==> src/rtl/keypad_pkg.sv <==
// Shared types and constants for the matrix keypad peripheral: scan FSM states,
// the (row,col) -> key code table and the two control key codes.
package keypad_pkg;

  typedef enum logic [1:0] {
    ST_IDLE,
    ST_DEBOUNCE,
    ST_HELD
  } scan_state_e;

  localparam logic [3:0] KEY_STAR = 4'hE;
  localparam logic [3:0] KEY_HASH = 4'hF;

  // Indexed by {row, col}; row 3 is the "* 0 # D" row.
  localparam logic [3:0] KEYMAP [16] = '{
    4'h1, 4'h2, 4'h3, 4'hA,
    4'h4, 4'h5, 4'h6, 4'hB,
    4'h7, 4'h8, 4'h9, 4'hC,
    4'hE, 4'h0, 4'hF, 4'hD
  };

endpackage

==> src/rtl/keypad_if.sv <==
// CPU-facing bus of the keypad peripheral: key events, live entry, committed value
// and the ready/rd read handshake.
interface keypad_if;
  logic        key_strobe;
  logic [3:0]  key_code;
  logic [31:0] entry;
  logic [31:0] dout;
  logic        ready;
  logic        overrun;
  logic        rd;

  modport master (
    input  key_strobe, key_code, entry, dout, ready, overrun,
    output rd
  );

  modport slave (
    output key_strobe, key_code, entry, dout, ready, overrun,
    input  rd
  );
endinterface

==> src/rtl/keypad_scanner.sv <==
// Column scanner, row synchroniser, per-scan key resolution and debounce FSM.
// Emits a one-cycle key_strobe with the decoded key_code per accepted press.
module keypad_scanner
  import keypad_pkg::*;
#(
  parameter int SCAN_DIV       = 50000,
  parameter int DEBOUNCE_SCANS = 8
) (
  input  logic       clk,
  input  logic       rst,
  input  logic [3:0] row_in,
  output logic [3:0] col_out,
  output logic       key_strobe,
  output logic [3:0] key_code
);

  localparam int DIV_W = $clog2(SCAN_DIV);
  localparam int CNT_W = $clog2(DEBOUNCE_SCANS + 1);
  localparam logic [DIV_W-1:0] DIV_LAST = DIV_W'(SCAN_DIV - 1);
  localparam logic [CNT_W-1:0] CNT_DONE = CNT_W'(DEBOUNCE_SCANS);

  function automatic logic [2:0] popcount4(input logic [3:0] v);
    return {2'b00, v[0]} + {2'b00, v[1]} + {2'b00, v[2]} + {2'b00, v[3]};
  endfunction

  function automatic logic [1:0] low_row(input logic [3:0] v);
    logic [1:0] r;
    r = 2'd0;
    for (int i = 3; i >= 0; i--) if (v[i]) r = 2'(i);
    return r;
  endfunction

  logic [DIV_W-1:0] div_q, div_d;
  logic [1:0]       col_idx_q, col_idx_d;
  logic [3:0]       row_s1_q, row_s2_q;
  logic [1:0]       hit_cnt_q, hit_cnt_d;
  logic [3:0]       hit_idx_q, hit_idx_d;
  scan_state_e      state_q, state_d;
  logic [3:0]       cand_q, cand_d;
  logic [CNT_W-1:0] cnt_q, cnt_d;
  logic             key_strobe_q, key_strobe_d;
  logic [3:0]       key_code_q, key_code_d;

  logic       sample, scan_done, single;
  logic [3:0] lows;
  logic [2:0] pc, sum;
  logic [1:0] merged_cnt;
  logic [3:0] merged_idx;

  assign col_out    = ~(4'b0001 << col_idx_q);
  assign key_strobe = key_strobe_q;
  assign key_code   = key_code_q;

  always_comb begin
    div_d     = div_q + DIV_W'(1);
    col_idx_d = col_idx_q;
    sample    = (div_q == DIV_LAST);
    if (sample) begin
      div_d     = '0;
      col_idx_d = col_idx_q + 2'd1;
    end
  end

  // Accumulate low rows over the four columns; hit count saturates at 2 (= ghost).
  always_comb begin
    lows       = ~row_s2_q;
    pc         = popcount4(lows);
    sum        = {1'b0, hit_cnt_q} + pc;
    merged_cnt = (sum >= 3'd2) ? 2'd2 : sum[1:0];
    merged_idx = (pc == 3'd1) ? {low_row(lows), col_idx_q} : hit_idx_q;
    hit_cnt_d  = hit_cnt_q;
    hit_idx_d  = hit_idx_q;
    scan_done  = 1'b0;
    single     = (merged_cnt == 2'd1);
    if (sample) begin
      if (col_idx_q == 2'd3) begin
        scan_done = 1'b1;
        hit_cnt_d = '0;
        hit_idx_d = '0;
      end else begin
        hit_cnt_d = merged_cnt;
        hit_idx_d = merged_idx;
      end
    end
  end

  always_comb begin
    state_d      = state_q;
    cand_d       = cand_q;
    cnt_d        = cnt_q;
    key_strobe_d = 1'b0;
    key_code_d   = key_code_q;
    if (scan_done) begin
      unique case (state_q)
        ST_IDLE: begin
          if (single) begin
            state_d = ST_DEBOUNCE;
            cand_d  = merged_idx;
            cnt_d   = CNT_W'(1);
          end
        end
        ST_DEBOUNCE: begin
          if (single && merged_idx == cand_q) begin
            cnt_d = cnt_q + CNT_W'(1);
            if (cnt_d == CNT_DONE) begin
              key_strobe_d = 1'b1;
              key_code_d   = KEYMAP[cand_q];
              state_d      = ST_HELD;
              cnt_d        = '0;
            end
          end else begin
            state_d = ST_IDLE;
            cnt_d   = '0;
          end
        end
        ST_HELD: begin
          if (single) begin
            cnt_d = '0;
          end else begin
            cnt_d = cnt_q + CNT_W'(1);
            if (cnt_d == CNT_DONE) begin
              state_d = ST_IDLE;
              cnt_d   = '0;
            end
          end
        end
        default: state_d = ST_IDLE;
      endcase
    end
  end

  always_ff @(posedge clk or posedge rst) begin
    if (rst) begin
      div_q        <= '0;
      col_idx_q    <= '0;
      row_s1_q     <= 4'hF;
      row_s2_q     <= 4'hF;
      hit_cnt_q    <= '0;
      hit_idx_q    <= '0;
      state_q      <= ST_IDLE;
      cand_q       <= '0;
      cnt_q        <= '0;
      key_strobe_q <= 1'b0;
      key_code_q   <= '0;
    end else begin
      div_q        <= div_d;
      col_idx_q    <= col_idx_d;
      row_s1_q     <= row_in;
      row_s2_q     <= row_s1_q;
      hit_cnt_q    <= hit_cnt_d;
      hit_idx_q    <= hit_idx_d;
      state_q      <= state_d;
      cand_q       <= cand_d;
      cnt_q        <= cnt_d;
      key_strobe_q <= key_strobe_d;
      key_code_q   <= key_code_d;
    end
  end

endmodule

==> src/rtl/keypad_peripheral.sv <==
// Keypad peripheral top: scanner plus the entry shift register, commit register
// and the ready/overrun read handshake toward the CPU.
module keypad_peripheral
  import keypad_pkg::*;
#(
  parameter int SCAN_DIV       = 50000,
  parameter int DEBOUNCE_SCANS = 8
) (
  input  logic       clk,
  input  logic       rst,
  input  logic [3:0] row_in,
  output logic [3:0] col_out,
  keypad_if.slave    bus
);

  logic        key_strobe;
  logic [3:0]  key_code;
  logic [31:0] entry_q, entry_d;
  logic [31:0] dout_q, dout_d;
  logic        ready_q, ready_d;
  logic        overrun_q, overrun_d;

  keypad_scanner #(
    .SCAN_DIV       (SCAN_DIV),
    .DEBOUNCE_SCANS (DEBOUNCE_SCANS)
  ) u_scanner (
    .clk        (clk),
    .rst        (rst),
    .row_in     (row_in),
    .col_out    (col_out),
    .key_strobe (key_strobe),
    .key_code   (key_code)
  );

  assign bus.key_strobe = key_strobe;
  assign bus.key_code   = key_code;
  assign bus.entry      = entry_q;
  assign bus.dout       = dout_q;
  assign bus.ready      = ready_q;
  assign bus.overrun    = overrun_q;

  // A commit outranks a simultaneous rd: the new value is unread, but nothing was lost.
  always_comb begin
    entry_d   = entry_q;
    dout_d    = dout_q;
    ready_d   = ready_q;
    overrun_d = overrun_q;
    if (key_strobe && key_code == KEY_HASH) begin
      dout_d    = entry_q;
      entry_d   = '0;
      ready_d   = 1'b1;
      overrun_d = (overrun_q | ready_q) & ~bus.rd;
    end else begin
      if (key_strobe && key_code == KEY_STAR) entry_d = '0;
      else if (key_strobe)                    entry_d = {entry_q[27:0], key_code};
      if (bus.rd) begin
        ready_d   = 1'b0;
        overrun_d = 1'b0;
      end
    end
  end

  always_ff @(posedge clk or posedge rst) begin
    if (rst) begin
      entry_q   <= '0;
      dout_q    <= '0;
      ready_q   <= 1'b0;
      overrun_q <= 1'b0;
    end else begin
      entry_q   <= entry_d;
      dout_q    <= dout_d;
      ready_q   <= ready_d;
      overrun_q <= overrun_d;
    end
  end

endmodule

==> src/flat_wrapper.sv <==
// flat-port wrapper written by rule: the top's interface ports become plain ports
module keypad_peripheral_flat import keypad_pkg::*;
#(
  parameter int SCAN_DIV       = 50000,
  parameter int DEBOUNCE_SCANS = 8
)
  (clk, rst, row_in, col_out, bus_key_strobe, bus_key_code, bus_entry, bus_dout, bus_ready, bus_overrun, bus_rd);
  keypad_if bus_i ();
  input  logic clk;
  input  logic rst;
  input  logic [3:0] row_in;
  output logic [3:0] col_out;
  output wire logic [$bits(bus_i.key_strobe)-1:0] bus_key_strobe;
  output wire logic [$bits(bus_i.key_code)-1:0] bus_key_code;
  output wire logic [$bits(bus_i.entry)-1:0] bus_entry;
  output wire logic [$bits(bus_i.dout)-1:0] bus_dout;
  output wire logic [$bits(bus_i.ready)-1:0] bus_ready;
  output wire logic [$bits(bus_i.overrun)-1:0] bus_overrun;
  input wire logic [$bits(bus_i.rd)-1:0] bus_rd;
  assign bus_key_strobe = bus_i.key_strobe;
  assign bus_key_code = bus_i.key_code;
  assign bus_entry = bus_i.entry;
  assign bus_dout = bus_i.dout;
  assign bus_ready = bus_i.ready;
  assign bus_overrun = bus_i.overrun;
  assign bus_i.rd = bus_rd;
  keypad_peripheral #(.SCAN_DIV(SCAN_DIV), .DEBOUNCE_SCANS(DEBOUNCE_SCANS)) u_core (.clk(clk), .rst(rst), .row_in(row_in), .col_out(col_out), .bus(bus_i));
endmodule
==> config.mk <==
export PLATFORM = sky130hd
export DESIGN_NAME = keypad_peripheral_flat
export DESIGN_NICKNAME = d
export VERILOG_FILES = /design/src/rtl/keypad_pkg.sv /design/src/rtl/keypad_if.sv /design/src/rtl/keypad_scanner.sv /design/src/rtl/keypad_peripheral.sv /design/src/flat_wrapper.sv
export SDC_FILE = /design/constraint.sdc
export NUM_CORES = 1
export LEC_CHECK = 0
export CAP_MARGIN = 10
export CORE_ASPECT_RATIO = 0.7
export CORE_MARGIN = 3
export CORE_UTILIZATION = 48
export CTS_CLUSTER_SIZE = 25
export DETAILED_ROUTE_END_ITERATION = 6
export PLACE_DENSITY = 0.86
export SYNTH_ARGS = -nofsm -noshare
export SYNTH_HDL_FRONTEND = slang
export SYNTH_SLANG_ARGS = --single-unit
==> constraint.sdc <==
create_clock -name clk -period 3.79 [get_ports clk]
set_clock_uncertainty 0.2 [all_clocks]
set_input_delay 0.5685 -clock clk [delete_from_list [all_inputs] [get_ports clk]]
set_output_delay 0.5685 -clock clk [all_outputs]
set_load 0.02 [all_outputs]
==> results.md, run 1 <==
* Status: finished, violations left
* Failing checks: setup timing
* Required time worst endpoint at around 3.9 ns
* RSZ-0062 raised after global routing: yes
* Min-delay worst type: reg -> reg
* Setup_tns at -0.683 ns
* H-tree depth at 4
* Final antenna-violating net count at 0
* Chip Width at 129 um
* Final setup viols at 5
* Final Max Slew Viols at 0
* EDFF count, synth at 0
* # IOs at 82
* Layout Nets at 590
* Core footprint at 0.00998 sq mm
* Initial DRC count at 295
* Synthesized area at roughly 0.005 sq mm
* Total gr overflow at 0
* Row cnt at 30
* Vias at 3805
* Reg power frac at 0.399
* TritonRoute pass-1 iters at 5
* Clock Tree Buf Depth at 2
* I/O Buffers at 81
* Die area at 0.0118 sq mm
* Post-layout min period at 3.96 ns
* CP Capture Type: flip-flop
* Post-synthesis async set-or-reset flop share at 1.00
* Most common cell after layout, fill and taps aside: dfrtp_1
* GPL Wtd Cong at 0.874
* CP arrival at 4.08 ns
* Worst setup path class: reg -> reg
* Syn Inst Count at 456
* Clk root buf: clkbuf_16
* Layout filler cell count at 649
* Slew Limit Headroom at 0.177
* Net Sw Power at 0.592 mW
* Maximum VDD drop at 0.000343 V
* Area Overhead vs Synth at 38.1%
* Predominant post-synthesis flop cell: dfrtp_1
* Hold-fix buffers, CTS at 0
* Vias per cell at 5.41
* Wire per inst at between 15 and 20 um
* Pin count of the biggest net entering global routing at 67
* Setup Slack @ Placement at -0.211 ns
* Sequential share of the synthesized area at 0.561
* Hold depth at 0
* Hold endpoint: u_core.u_scanner.row_s2_q[2]
* Initial Utilization at 0.507
* Logic pwr share at 0.040
* Most frequent cells in the layout: dfrtp_1 (105), clkdlybuf4s50_1 (81), nand2_1 (55), inv_1 (52), o21ai_0 (45)
* Vias in the first global route at roughly 4000
* Net count after synthesis at about 480
* Height of the die at 91.9 um
* Leakage power at 3.19 nW
* # diodes at 0
* Sink Count at 113
* Clock Power Share at 0.560
* Setup ws final at -0.172 ns
* Layout cells sized above 1 at 0.231
* Hold path startpoint: u_core.u_scanner.row_s1_q[2]
* CP startpoint kind: flip-flop
* R2R depth at 12
* Yosys warning total at 0
* Final Cycle Share at 1.05
* CTS tree: yes
* F_max at ~0.25 GHz
* Avg Cell Area, Syn at 11.1 sq um
* Cell Pwr Density at 436 mW/mm^2
* MaxCap Viol Count at 0
* Placed wire-length estimate at 8080 um
* Worst reg2reg startpoint: u_core.u_scanner.row_s2_q[1]
* Clk_lat worst skew at between 0.4 and 0.5 ns
* WL final at 12900 um
* Final Hold Violating Endpoints at 0
* Worst-margin pin slew at 1.23 ns
* Net Sw Frac at 0.194
* First-pass GRT wire length at 20800 um
* GRT Util Overall at 0.226
* Initial antenna violation count at 0
* FF-to-FF setup slack at -0.17 ns
* DRC at 0
* Int Pwr at 2.46 mW
* Number of synthesized register bits at 113
* Cts bufs inserted at 17
* Max Fanout on Critical Path at 4
* Placed Area at 0.00609 sq mm
* Final instance area at around 0.007 sq mm
* Clock transition at the registers of the reported paths at 0.05 ns
* R2R Path End: u_core.u_scanner.key_code[2]
* Synth cell types at 51
-- synth_stat cells (8+ instances only) --
| library cell | n | area [sq um] |
|---|---|---|
| nand2_1 | 59 | 221 |
| nand3_1 | 10 | 50.1 |
| ha_1 | 19 | 238 |
| xnor2_1 | 8 | 70.1 |
| inv_1 | 56 | 210 |
| mux2_2 | 36 | 405 |
| dfrtp_1 | 105 | 2630 |
| o21ai_0 | 47 | 235 |
| dfstp_2 | 8 | 210 |
| xor2_1 | 10 | 87.6 |
| clkbuf_1 | 12 | 45.0 |
| nor2_1 | 15 | 56.3 |
-- state kept, by name, summed over array words and instances, names as in the netlist, 2 cells and up --
register / flops
u_core.u_scanner.cand_q: 4
u_core.u_scanner.hit_cnt_q: 2
u_core.u_scanner.col_idx_q: 2
u_core.u_scanner.div_q: 16
u_core.u_scanner.hit_idx_q: 4
u_core.bus.entry: 32
u_core.u_scanner.cnt_q: 4
u_core.u_scanner.row_s1_q: 4
u_core.u_scanner.row_s2_q: 4
u_core.u_scanner.state_q: 2
u_core.bus.dout: 32
u_core.u_scanner.key_code: 4
-- layout make-up --
cell class	instances	area, sq um	share of cell area
sequential	113	2840	0.406
multi-input combinational	271	2160	0.308
timing repair buffer	103	987	0.141
clock buffer	27	513	0.0734
inverter	56	213	0.0304
tap	128	160	0.0229
clock inverter	5	125	0.0179
-- power by group through the flow --
| stage | Clock [mW] | Sequential, mW | Combinational (mW) |
|---|---|---|---|
| after detailed placement | 0 | 1.24 | 0.0837 |
| after global routing | 1.78 | 1.22 | 0.135 |
| after CTS | 1.72 | 1.22 | 0.117 |
| after global placement | 0 | 1.24 | 0.0780 |
| final | 1.71 | 1.22 | 0.123 |
| after floorplan | 0 | 1.24 | 0.0538 |
-- cells by family after synthesis --
logic type	count (synthesis)	synth area share
AO/OA/AOI/OAI	71	0.0821
XOR/XNOR	18	0.0311
adder cells (fa/ha/maj)	21	0.0549
buffers and inverters	72	0.0551
flip-flops	113	0.561
multiplexers	44	0.0986
AND/OR/NAND/NOR	117	0.118
-- worst max path at each step --
| stage | startpoint | end | slack, ns | cells past startpoint |
|---|---|---|---|---|
| floorplan | u_core.u_scanner.row_s2_q[0] | u_core.u_scanner.key_code[0] | -0.02 | 12 |
| global placement | u_core.u_scanner.row_s2_q[0] | u_core.u_scanner.key_code[1] | -0.06 | 12 |
| detailed placement | u_core.u_scanner.row_s2_q[0] | u_core.u_scanner.key_code[3] | -0.21 | 12 |
| CTS | u_core.u_scanner.row_s2_q[3] | u_core.u_scanner.key_code[3] | -0.17 | 11 |
| global route | u_core.u_scanner.row_s2_q[1] | u_core.u_scanner.key_code[2] | -0.25 | 12 |
| finish | u_core.u_scanner.row_s2_q[1] | u_core.u_scanner.key_code[2] | -0.17 | 12 |
-- worst max-delay path, cell delays in order, from the launching register on --
cell	delay, ns
dfstp_2	0.54
inv_2	0.05
fa_1	0.59
ha_4	0.16
ha_4	0.20
or3b_4	0.42
buf_6	0.16
mux2i_4	0.19
xnor2_2	0.17
or4_4	0.55
nor3_4	0.25
buf_4	0.17
mux2i_1	0.21
-- metal layers --
metal / GRT usage / wire length (um)
met1: 0.295 / 5580
met3: 0.0506 / 456
met5: 0 / 0
met4: 0.0997 / 330
met2: 0.364 / 6560
-- per-stage QoR --
step                power (mW)  hold WS, ns  instances   util
finish                    3.05        0.155        703  0.700
CTS                       3.06        0.155        703  0.691
global placement          1.32        0.147        663  0.610
global route              3.13        0.158        703  0.700
detailed placement        1.32        0.149        663  0.610
floorplan                 1.29        0.145        456      -
-- repair_timing --
item,in CTS,in global routing
resized for setup,23,20
pin swaps,10,14
endpoints found under the setup margin,9,15
setup buffers,8,3
No activity file was read; power rests on OpenSTA's default activity.
==> run 2: changes to the inputs <==
Settings changed: SYNTH_HIERARCHICAL set to 1.
==> run 2 against run 1 <==
Effect of this change:
- clock power down 6%
- largest cell class unchanged
- the flow now finishes without violations
- critical path type unchanged
- flip-flop and latch count unchanged
- highest routed layer unchanged
- count of clock-buffer cells in the layout down 6
==> results.md, run 2 <==
* Status: finished, final reports clean
* CP arrival at 3.82 ns (-0.26 ns)
* EDFF count, synth at 0 (unchanged)
* MaxCap Viol Count at 0 (unchanged)
* Chip Width at 128 um (-0.39%)
* Worst reg2reg startpoint: u_core/u_scanner/row_s2_q[0]
* Final setup viols at 0 (-5)
* Post-layout min period at 3.74 ns (-0.223 ns)
* Placed wire-length estimate at 7900 um (-2.2%)
* R2R depth at 10 (-2)
* Pin count of the biggest net entering global routing at 67 (unchanged)
* Worst Path Buf+Inv at 1 (-2)
* Height of the die at 91.6 um (-0.38%)
* Min-delay worst type: reg -> reg
* Maximum VDD drop at 0.000386 V (+13%)
* Final instance area at 0.00665 sq mm (-4.9%)
* Hold depth at 0 (unchanged)
* Vias per cell at 5.74 (+6.0%)
* Die area at 0.0117 sq mm (-0.77%)
* FF-to-FF setup slack at 0.05 ns (+0.22 ns)
* GPL Wtd Cong at 0.883 (+0.97%)
* Register area at 0.00284 sq mm (unchanged)
* Final antenna-violating net count at 0 (unchanged)
* Total gr overflow at 0 (unchanged)
* I/O Buffers at 81 (unchanged)
* # IOs at 82 (unchanged)
* Setup Slack @ Placement at -0.0537 ns (+0.157 ns)
* Final Max Slew Viols at 0 (unchanged)
* Critical path depth at 10 (-2)
* CP dominant cell by count: ha_1
* Syn Inst Count at 402 (-12%)
* Int Pwr at 2.32 mW (-5.7%)
* Delay-heaviest family, CP: adder cells
* GRT Util Overall at 0.216 (-0.0101)
* Top cell type's share of synthesized area at 0.523 (+0.00427)
* Top post-synthesis cells by area: dfrtp_1 (52%), a22o_1 (5.6%), mux2_2 (5.4%)
* Layout cells sized above 1 at 0.205 (-0.0258)
* Yosys top cell by area: dfrtp_1
* CP Capture Type: flip-flop
* First-pass GRT wire length at 20000 um (-3.9%)
* Setup ws final at 0.0510 ns (+0.223 ns)
* Placed Area at 0.00598 sq mm (-1.8%)
* Number of synthesized register bits at 113 (unchanged)
* Slowest-stage cell, CP: or4_4
* Clk root buf: clkbuf_16
* Avg Cell Area, Syn at 12.5 sq um (+13%)
* Final Cycle Share at 0.987 (-0.0587)
* Required time worst endpoint at 3.88 ns (-0.03 ns)
* Net count after synthesis at 430 (-11%)
* Worst-margin pin slew at 0.806 ns (-0.424 ns)
* Initial DRC count at 320 (+8.5%)
* Clock Tree Buf Depth at 2 (unchanged)
* Reg power frac at 0.418 (+0.019)
* Vias in the first global route at 3853 (-3.6%)
* Clock Power Share at 0.548 (-0.012)
* TritonRoute pass-1 iters at 6 (+1)
* H-tree depth at 4 (unchanged)
* Layout Nets at 527 (-11%)
* Cell Pwr Density at 438 mW/mm^2 (+0.50%)
* Worst setup path class: reg -> reg
* Sequential share of the synthesized area at 0.565 (+0.00461)
* CP max stage delay at 0.55 ns (-0.04 ns)
* CTS tree: yes
* CP startpoint kind: flip-flop
* Vias at 3666 (-3.7%)
* Crit path from: u_core/u_scanner/row_s2_q[0]
* Cts bufs inserted at 17 (unchanged)
* Multi-input logic area at 0.00208 sq mm (-3.4%)
* Clk_lat worst skew at 0.40 ns (about the same)
* Post-synth top cells: dfrtp_1 (105), a22o_1 (32), nand2_1 (25), mux2_2 (24), inv_1 (23)
* Hold path startpoint: u_core/u_scanner/row_s1_q[2]
* Logic pwr share at 0.034 (-0.006)
* Most common cell after layout, fill and taps aside: dfrtp_1
* CP cell instances: inv_1 -> fa_1 -> ha_1 -> ha_1 -> fa_2 -> xnor2_2 -> and2_4 -> nand3_2 -> or4_4 -> mux2_4
* Most frequent cells in the layout: dfrtp_1 (105), clkdlybuf4s50_1 (81), a22o_1 (32), nand2_1 (25), mux2_2 (24)
* Net Sw Power at 0.598 mW (+0.96%)
* Initial Utilization at 0.505 (-0.00224)
* Core footprint at 0.00995 sq mm (-0.38%)
* Net Sw Frac at 0.205 (+0.0110)
* Initial antenna violation count at 0 (unchanged)
* Max Fanout on Critical Path at 4 (unchanged)
* WL final at 12200 um (-5.8%)
* Synth cell types at 58 (+14%)
* Sink Count at 113 (unchanged)
* Wire per inst at 19.0 um (+3.6%)
* DRC at 0 (unchanged)
* Yosys warning total at 6 (+6)
* Total power at 2.91 mW (-4.4%)
* Predominant post-synthesis flop cell: dfrtp_1
* Slew Limit Headroom at 0.463 (+0.286)
* Area Overhead vs Synth at 32.4%
* Final Hold Violating Endpoints at 0 (unchanged)
* Layout filler cell count at 673 (+3.7%)
* Synthesized area at 0.00502 sq mm (-0.82%)
* Clock transition at the registers of the reported paths at 0.05 ns (about the same)
* Post-synthesis async set-or-reset flop share at 1.00 (unchanged)
* F_max at 0.267 GHz (+6.0%)
* Count leader, synth: dfrtp_1
* # diodes at 0 (unchanged)
* Leakage power at 3.05 nW (-4.4%)
* Row cnt at 30 (unchanged)
## run 2: changes by cell type after synthesis, sizes merged, moves of 3 or more
cell and delta:
inv -33, nand2 -33, o21ai -31, a22o +30
clkbuf -6, nand3 +6, nor2 +6, a21boi +5
buf +3
## run 2: layer usage
metal / GRT usage / part of all wire
met2: 0.345 / 0.49
met3: 0.0500 / 0.055
met4: 0.0751 / 0.017
met5: 0 / 0
met1: 0.290 / 0.44
## run 2: worst paths after layout
check | to
max | u_core/u_scanner/key_code[1]
min | u_core/u_scanner/row_s2_q[2]
max reg2reg | u_core/u_scanner/key_code[1]
min reg2reg | u_core/u_scanner/row_s2_q[2]
max in group asynchronous | u_core/u_scanner/row_s2_q[1]
min in group asynchronous | u_core/u_scanner/key_code[2]
## run 2: what timing repair did
item                                    in CTS  in global routing
pin swaps                                    0                  4
endpoints found under the hold margin        0                  0
gates resized for setup                      4                  8
hold buffers                                 0                  0
buffers inserted                             0                  1
endpoints found under the setup margin       3                  7
## run 2: power groups by stage
stage	clock network (mW)	registers (mW)	logic, mW
after global placement	0	1.24	0.0761
after floorplan	0	1.24	0.0559
final	1.60	1.22	0.0987
after detailed placement	0	1.24	0.0809
after global routing	1.68	1.22	0.109
after CTS	1.62	1.22	0.0878
## run 2: per-stage QoR
step	utilization	hold slack [ns]	std cells	setup TNS [ns]
after floorplan	-	0.145	402	0
after detailed placement	0.602	0.147	607	-0.157
final	0.668	0.155	639	0
after global placement	0.602	0.146	607	0
after CTS	0.663	0.158	638	0
after global routing	0.668	0.164	639	-0.127
## run 2: cell families (layout without fill, tap and decap cells)
logic type / count (synthesis) / after routing / share of synthesized area
AND/OR/NAND/NOR: 96 / 96 / 0.104
buffers and inverters: 36 / 145 / 0.0329
XOR/XNOR: 17 / 17 / 0.0312
adder cells (fa/ha/maj): 21 / 21 / 0.0553
AO/OA/AOI/OAI: 80 / 80 / 0.118
flip-flops: 113 / 113 / 0.565
multiplexers: 39 / 39 / 0.0932
## run 2: cell type report
| type | instances | share of cell area |
|---|---|---|
| clock inverters | 10 | 0.0203 |
| repair buffers | 91 | 0.133 |
| multi-input cells | 253 | 0.313 |
| clock buffers | 21 | 0.0693 |
| flip-flops and latches | 113 | 0.427 |
| inverters | 23 | 0.0130 |
| well taps | 128 | 0.0241 |
==> edit (settings of run 2) <==
`SCAN_DIV` is set to 50000 in 3 places; all go to 12500.
--- a/src/rtl/keypad_scanner.sv
+++ b/src/rtl/keypad_scanner.sv
@@ -3,7 +3,7 @@
 module keypad_scanner
   import keypad_pkg::*;
 #(
-  parameter int SCAN_DIV       = 50000,
+  parameter int SCAN_DIV       = 12500,
   parameter int DEBOUNCE_SCANS = 8
 ) (
   input  logic       clk,
--- a/src/rtl/keypad_peripheral.sv
+++ b/src/rtl/keypad_peripheral.sv
@@ -3,7 +3,7 @@
 module keypad_peripheral
   import keypad_pkg::*;
 #(
-  parameter int SCAN_DIV       = 50000,
+  parameter int SCAN_DIV       = 12500,
   parameter int DEBOUNCE_SCANS = 8
 ) (
   input  logic       clk,
--- a/src/flat_wrapper.sv
+++ b/src/flat_wrapper.sv
@@ -1,7 +1,7 @@
 // flat-port wrapper written by rule: the top's interface ports become plain ports
 module keypad_peripheral_flat import keypad_pkg::*;
 #(
-  parameter int SCAN_DIV       = 50000,
+  parameter int SCAN_DIV       = 12500,
   parameter int DEBOUNCE_SCANS = 8
 )
   (clk, rst, row_in, col_out, bus_key_strobe, bus_key_code, bus_entry, bus_dout, bus_ready, bus_overrun, bus_rd);
Behaviour: no difference found for any inputs over 10 cycles, from zero or initial values and one cycle with rst high; that may be too few to reach the edited logic, so the function may still have changed.
==> edit against run 2 <==
  * The run now ends with negative setup slack left
  * Sequential share of layout area grew 1.7 points
  * Sequential cell count is 2 lower
  * First-iteration DRC count is 47% lower
  * Routed wire length down 12%
  * Synthesized area shrank 2.9%
  * Final area down 5.5%
  * Power decreased by 22%
  * Worst setup slack worse by 0.11 ns
  * Critical path type unchanged
==> edit: results (changes against run 2) <==
[finish]
final_nets=505  ; -4.2%
finalNonFillerCells=611  ; -4.4%
fillers=692  ; +2.8%

[clock_network]
cts.clk_slew.worst_paths_ns=0.07  ; +0.02 ns
htreeDepth=3  ; -1
clkLatencyLatePin_ns=0.35  ; -0.05 ns
numCtsBuffers=9  ; -8

[yosys]
synth.distinct_cells=48  ; -17%
synth.area.mux_share_pct=10.6  ; +1.3 points
synth-xor-area-share_pct=3.41  ; +0.30 points
synth_area_leaders=dfrtp_1 53%, mux2_2 6.2%, a22o_1 5.9%
synth_common_cells=103 x dfrtp_1, 33 x a22o_1, 27 x mux2_2
syn_nets=411  ; -4.4%
synth_compound_area_share_pct=10.5  ; -1.3 points
yosys.area_share.adder_pct=5.44  ; -0.091 points
postSynthCellCount=384  ; -4.5%

[placement]
placed_cells=593  ; -2.3%
post-place-ws_ns=-0.160  ; -0.106 ns
dp_hpwl_mm=7.44  ; -5.9%
place_area_um2=5910  ; -1.2%

[global_route]
grt_use_met2_pct=30.3  ; -4.2 points
grt_pass1_vias=3337  ; -13%
use_met3_pct=4.73  ; -0.27 points
gr-usage-met1_pct=25.6  ; -3.4 points
grt_pass1_wl_mm=17.3  ; -13%

[routing]
wl_met1_mm=4.88  ; -9.5%
via_count=3355  ; -8.5%
dr_wl_met2_mm=5.19  ; -12%
drt_iter0_drc=171  ; -47%
routed_wl_mm=10.7  ; -12%
wl_met3_um=392  ; -42%

[sta]
setup_ws_ns=-0.0629  ; -0.114 ns
timing.slew.headroom_pct=45.6  ; -0.66 points
setup_tns_ns=-0.162  ; -0.162 ns
setup-violations-final=4  ; +4

[worst_setup_path]
cp_max_fo=5  ; +1
cp.arrival_ns=3.89  ; +0.07 ns

[power]
switching_share_pct=22.5  ; +2.0 points
ir_worst_vdd_mv=0.212  ; -45%
power_clock_w=0.000982  ; -39%
p_leak_nw=2.89  ; -5.3%

[outcome]
violations=negative setup slack
status=finished with violations

[edit: cells by family after synthesis]
logic type               Yosys count
multiplexers                      44
buffers and inverters             37
XOR/XNOR                          19
AND/OR/NAND/NOR                   84
adder cells (fa/ha/maj)           20
flip-flops                       111
AO/OA/AOI/OAI                     69
[edit: layout make-up]
cell class,count,area share (%)
Clock inverter,7,1.35
Clock buffer,9,3.58
Inverter,24,1.43
Tap cell,128,2.55
Multi-Input combinational cell,236,31.8
Timing Repair Buffer,96,14.9
Sequential cell,111,44.4
[edit: path summary, 6_finish.rpt]
path | slack, ns | depth (start not counted) | to | startpoint
setup / recovery | -0.06 | 11 | u_core/u_scanner/key_code[0] | u_core/u_scanner/row_s2_q[0]
hold / removal | 0.16 | 0 | u_core/u_scanner/row_s2_q[2] | u_core/u_scanner/row_s1_q[2]
setup reg to reg | -0.06 | 11 | u_core/u_scanner/key_code[0] | u_core/u_scanner/row_s2_q[0]
hold reg to reg | 0.16 | 0 | u_core/u_scanner/row_s2_q[2] | u_core/u_scanner/row_s1_q[2]
max in group asynchronous | 2.24 | 3 | u_core/bus.overrun | rst
min in group asynchronous | 0.54 | 3 | u_core/u_scanner/hit_cnt_q[0] | rst
[edit: what timing repair did]
action,in CTS,in global routing
setup buffers,0,2
endpoints found under the setup margin,5,7
cloned,0,0
gates resized for setup,4,7
pin swaps,1,3
[edit: critical path, stage by stage, from the launching register on]
cell and delay [ns]:
dfstp_2 0.54, inv_2 0.05, fa_1 0.52, ha_4 0.19
ha_4 0.23, nor3b_4 0.32, mux2i_2 0.33, xnor2_1 0.15
nand2_1 0.07, or4_4 0.54, or2_4 0.30, mux2_4 0.31
